### src/rtl/alu_issue_queue.sv
// Issue/capture stage around a combinational 4-bit ALU: operations queue in a
// small FIFO, issue one at a time on registered operands, and results are held for a handshake.
module alu_issue_queue #(
  parameter int DEPTH = 4
) (
  input  logic                   clk,
  input  logic                   rst,
  input  logic                   in_valid,
  output logic                   in_ready,
  input  logic [3:0]             in_A,
  input  logic [3:0]             in_B,
  input  logic [1:0]             in_Sel,
  output logic [3:0]             alu_A,
  output logic [3:0]             alu_B,
  output logic [1:0]             alu_Sel,
  input  logic [4:0]             alu_Y_addSub,
  input  logic [3:0]             alu_Y_and,
  input  logic                   alu_Eq,
  input  logic                   alu_Gt,
  input  logic                   alu_Lt,
  output logic                   out_valid,
  input  logic                   out_ready,
  output logic [4:0]             out_R,
  output logic [1:0]             out_Sel,
  output logic [2:0]             out_flags,
  output logic [$clog2(DEPTH):0] count
);

  localparam int AW = $clog2(DEPTH);
  localparam int CW = AW + 1;

  typedef enum logic [1:0] {S_IDLE, S_EXEC, S_HOLD} state_t;

  state_t          r_state;
  state_t          w_state_next;
  logic            w_pop;
  logic            w_capture;
  logic            w_push;
  logic [9:0]      r_mem [DEPTH];
  logic [AW-1:0]   r_wr_ptr;
  logic [AW-1:0]   r_rd_ptr;
  logic [CW-1:0]   r_count;
  logic [9:0]      w_head;
  logic [3:0]      r_alu_a_p0;
  logic [3:0]      r_alu_b_p0;
  logic [1:0]      r_alu_sel_p0;
  logic [4:0]      r_out_r_p1;
  logic [1:0]      r_out_sel_p1;
  logic [2:0]      r_out_flags_p1;

  function automatic logic [4:0] f_select(input logic [1:0] sel,
                                          input logic [4:0] addsub,
                                          input logic [3:0] and_y,
                                          input logic eq, input logic gt, input logic lt);
    logic [4:0] r;
    case (sel)
      2'b10:   r = {1'b0, and_y};
      2'b11:   r = {2'b00, eq, gt, lt};
      default: r = addsub;
    endcase
    return r;
  endfunction

  assign in_ready = (r_count != CW'(DEPTH));
  assign w_push   = in_valid && in_ready;
  assign w_head   = r_mem[r_rd_ptr];

  // FIFO storage and occupancy
  always_ff @(posedge clk) begin
    if (w_push) r_mem[r_wr_ptr] <= {in_A, in_B, in_Sel};
  end

  always_ff @(posedge clk or posedge rst) begin
    if (rst) begin
      r_wr_ptr <= '0;
      r_rd_ptr <= '0;
      r_count  <= '0;
    end else begin
      if (w_push) r_wr_ptr <= r_wr_ptr + 1'b1;
      if (w_pop)  r_rd_ptr <= r_rd_ptr + 1'b1;
      if (w_push && !w_pop)      r_count <= r_count + 1'b1;
      else if (w_pop && !w_push) r_count <= r_count - 1'b1;
    end
  end

  always_comb begin
    w_state_next = r_state;
    w_pop        = 1'b0;
    w_capture    = 1'b0;
    case (r_state)
      S_IDLE: begin
        if (r_count != '0) begin
          w_pop        = 1'b1;
          w_state_next = S_EXEC;
        end
      end
      S_EXEC: begin
        w_capture    = 1'b1;
        w_state_next = S_HOLD;
      end
      S_HOLD: begin
        if (out_ready) begin
          if (r_count != '0) begin
            w_pop        = 1'b1;
            w_state_next = S_EXEC;
          end else begin
            w_state_next = S_IDLE;
          end
        end
      end
      default: w_state_next = S_IDLE;
    endcase
  end

  always_ff @(posedge clk or posedge rst) begin
    if (rst) r_state <= S_IDLE;
    else     r_state <= w_state_next;
  end

  // Stage p0: operand registers driving the ALU
  always_ff @(posedge clk or posedge rst) begin
    if (rst) begin
      r_alu_a_p0   <= '0;
      r_alu_b_p0   <= '0;
      r_alu_sel_p0 <= '0;
    end else if (w_pop) begin
      r_alu_a_p0   <= w_head[9:6];
      r_alu_b_p0   <= w_head[5:2];
      r_alu_sel_p0 <= w_head[1:0];
    end
  end

  // Stage p1: captured result held until the consumer accepts
  always_ff @(posedge clk or posedge rst) begin
    if (rst) begin
      r_out_r_p1     <= '0;
      r_out_sel_p1   <= '0;
      r_out_flags_p1 <= '0;
    end else if (w_capture) begin
      r_out_r_p1     <= f_select(r_alu_sel_p0, alu_Y_addSub, alu_Y_and, alu_Eq, alu_Gt, alu_Lt);
      r_out_sel_p1   <= r_alu_sel_p0;
      r_out_flags_p1 <= {alu_Eq, alu_Gt, alu_Lt};
    end
  end

  assign alu_A     = r_alu_a_p0;
  assign alu_B     = r_alu_b_p0;
  assign alu_Sel   = r_alu_sel_p0;
  assign out_valid = (r_state == S_HOLD);
  assign out_R     = r_out_r_p1;
  assign out_Sel   = r_out_sel_p1;
  assign out_flags = r_out_flags_p1;
  assign count     = r_count;

endmodule

### config.mk
export PLATFORM = sky130hd
export DESIGN_NAME = alu_issue_queue
export DESIGN_NICKNAME = d
export VERILOG_FILES = /design/src/rtl/alu_issue_queue.sv
export SDC_FILE = /design/constraint.sdc
export NUM_CORES = 1
export LEC_CHECK = 0
export ABC_AREA = 1
export CAP_MARGIN = 20
export CORE_MARGIN = 10
export CORE_UTILIZATION = 45
export CTS_CLUSTER_DIAMETER = 50
export CTS_CLUSTER_SIZE = 40
export DETAILED_ROUTE_END_ITERATION = 10
export MAX_ROUTING_LAYER = met4
export PLACE_DENSITY_LB_ADDON = 0.05
export SYNTH_ARGS = -nofsm -noshare
export SYNTH_HDL_FRONTEND = slang
export SYNTH_SLANG_ARGS = --single-unit
### constraint.sdc
create_clock -name clk -period 2.5 [get_ports clk]
set_input_delay 0.25 -clock clk [delete_from_list [all_inputs] [get_ports clk]]
set_output_delay 0.25 -clock clk [all_outputs]
set_load 0.01 [all_outputs]
==> run summary <==
Die W -> 102.7 um
Clock tree buffer depth -> 2
Mapped cell area -> 3078 um^2
Power Internal -> 0.003111 W
Ranking of synthesized cells by area -> edfxtp_1 39%, dfrtp_1 24%, nand2_1 15%
CTS resizes -> 0
Clk pwr share -> 22.6%
ANT nets after route -> 0
Hold-fix buffers at CTS -> 0
Area leader, netlist -> edfxtp_1
Critical Path Start Type -> register
Final Max Slew Viols -> 0
Fraction of the cycle the final worst path needs -> 79.32%
Synth Warn # -> 0
Tot Pwr -> 0.004942 W
TritonCTS clock tree -> yes
Total GRT Usage -> 13.46%
Antenna violations before repair -> 0
Max IR drop VDD -> 0.0006036 V
NumNets Final -> 415
Clock Sinks -> 69
CTS root buf -> clkbuf_8
Predominant post-synthesis flop cell -> edfxtp_1
Number of synthesized flops with an enable pin -> 40
Layout cells sized above 1 -> 9.536%
Skew final -> 0.008954 ns
Worst slew pin tran -> 0.6569 ns
Final GP Congestion -> 0.8113
Most frequent cell after synthesis -> nand2_1
Postcts setup bufs -> 0
Register area share after synthesis -> 62.60%
Routed WL -> 6.523 mm
Core Util, Final -> 58.42%
Fin. Hold Viols -> 0
DR vias -> 2169
Iteration-0 DRC Markers -> 60
# rows -> 30
Synth top cells by count -> 127 x nand2_1, 56 x inv_1, 40 x edfxtp_1
Boundary pin count -> 51
GRT overflow -> 0
H-Tree Level Count -> 3
Worst Path Required -> 2.74 ns
Register bit total from synthesis -> 69
Number of global-route vias before repair -> 2245
Outcome -> finished clean
Cells after Synth -> 322
Maximum number of pins on one net before global-route repair -> 30
Async SR Flop Fraction -> 42.03%
Hold Path Class -> in2async
Die Y -> 102.7 um
Max-cap viol count -> 0
Core Box Area -> 6719 um^2
Worst setup EP type -> register
Syn-to-layout area delta -> 27.52%
Sequential share of power -> 36.5%
Syn avg cell area -> 9.559 um^2
HPWL Detailed -> 4.380 mm
Global-route wire length before repair -> 10.49 mm
Worst R2R Start -> count[0]$_DFFE_PP0P_
Max Clk Rate -> 504.3 MHz
RSZ-0062 raised after global routing -> false
Slew margin rel. -> 56.16%
Post-synth cell types -> 23
Antenna diode count -> 0
Fin crit period -> 1.983 ns
R2r setup slk -> 0.52 ns
Reg clk slew, reported paths -> 0.08 ns
Fillers -> 607
DR vias/cell -> 4.635
Critical-path maximum fanout -> 7
Clock Latency Late Sink -> 0.35 ns
Psw -> 0.001831 W
Mapped Nets -> 354
Die area -> 10550 um^2
Worst path arrival time -> 2.22 ns
Reg2Reg Capture Point -> count[2]$_DFFE_PP0P_
Power density cells -> 1259 nW/um^2
Path type of the worst setup path -> reg2reg
Synth top area share -> 39.02%
Power share of the combinational group -> 40.9%
Setup ws final -> 0.5171 ns
Final setup viols -> 0
DRC viols -> 0
Setup_tns -> 0 ns
Initial Util -> 45.81%
Switching Share -> 37.04%
Worst R2R Path Depth -> 10
WL/cell -> 13.94 um
PortBufs -> 50
TritonCTS Buffers -> 9
Setup Slack @ Placement -> 0.4109 ns
Leakage -> 1.883 nW
Initial DRT Pass Iterations -> 4
## sequential cells by signal, summed over array words and instances, names as in the netlist
signal     count
r_state        2
count          3
out_R          5
r_rd_ptr       2
alu_B          4
alu_A          4
out_flags      3
r_mem         40
out_Sel        2
alu_Sel        2
r_wr_ptr       2
## kinds of logic after synthesis
kind of cell | synth area share [%]
AO/OA/AOI/OAI | 0.6095
adder cells (fa/ha/maj) | 2.683
buffers and inverters | 9.593
flip-flops | 62.60
XOR/XNOR | 1.138
AND/OR/NAND/NOR | 23.37
## final cells by class
type	count	area, um^2	share of cell area (%)
flip-flops and latches	69	1927	49.09
repair buffers	58	560.5	14.28
clock buffers	9	123.9	3.156
clock inverters	7	122.6	3.124
inverters	62	235.2	5.993
multi-input cells	183	855.8	21.80
well taps	80	100.1	2.550
## power groups by stage
stage | clock network, W | registers (W) | logic, W
after floorplan | 0 | 0.00190 | 0.00120
after global placement | 0 | 0.00181 | 0.00203
after detailed placement | 0 | 0.00183 | 0.00207
after CTS | 0.00113 | 0.00181 | 0.00207
after global routing | 0.00119 | 0.00185 | 0.00228
final | 0.00112 | 0.00180 | 0.00202
## routing by layer
metal | up-vias | share of wire, % | track usage, % | wire length, um
li1 | 1110 | - | - | -
met1 | 1011 | 43 | 14.91 | 2824
met2 | 38 | 51 | 22.33 | 3313
met3 | 10 | 4.2 | 3.552 | 271
met4 | 0 | 1.7 | 6.074 | 114
met5 | - | 0 | - | 0
## stage by stage
step                      hold WS [ns]  instances  area, um^2
after floorplan                 0.3281        322        3078
after global placement          0.4532        452        3679
after detailed placement        0.4585        452        3679
after CTS                       0.2992        468        3925
after global routing            0.3187        468        3925
final                           0.2885        468        3925
## critical path, stage by stage, from the launching register on
cell and delay [ns]:
dfrtp_1 0.44, inv_1 0.09, nand3_1 0.11, nand2_1 0.17
inv_1 0.11, ha_1 0.16, inv_1 0.07, fa_1 0.40
nand2_1 0.09, nand3_1 0.08, xor2_1 0.14
## layout by cell type, fill, tap and decap left out, drive strengths merged
cell and instances:
nand2 128, inv 62, clkdlybuf4s50 50, edfxtp 40, nand3 31, dfrtp 29, nor2 11, clkbuf 9
buf 8, ha 5, xor2 3, bufinv 3, clkinvlp 2, clkinv 2, o21ai 2, a21oi 1
xnor2 1, fa 1
## how the worst max path moves through the flow
| stage | start | to |
|---|---|---|
| 2_1_floorplan | count[0]$_DFFE_PP0P_ | count[2]$_DFFE_PP0P_ |
| 3_3_place_gp | out_ready | count[1]$_DFFE_PP0P_ |
| 3_5_place_dp | out_ready | count[1]$_DFFE_PP0P_ |
| 4_1_cts | count[0]$_DFFE_PP0P_ | count[2]$_DFFE_PP0P_ |
| 5_1_grt | count[0]$_DFFE_PP0P_ | count[2]$_DFFE_PP0P_ |
| 6_report | count[0]$_DFFE_PP0P_ | count[2]$_DFFE_PP0P_ |
Power figures use the tool's default switching activity.
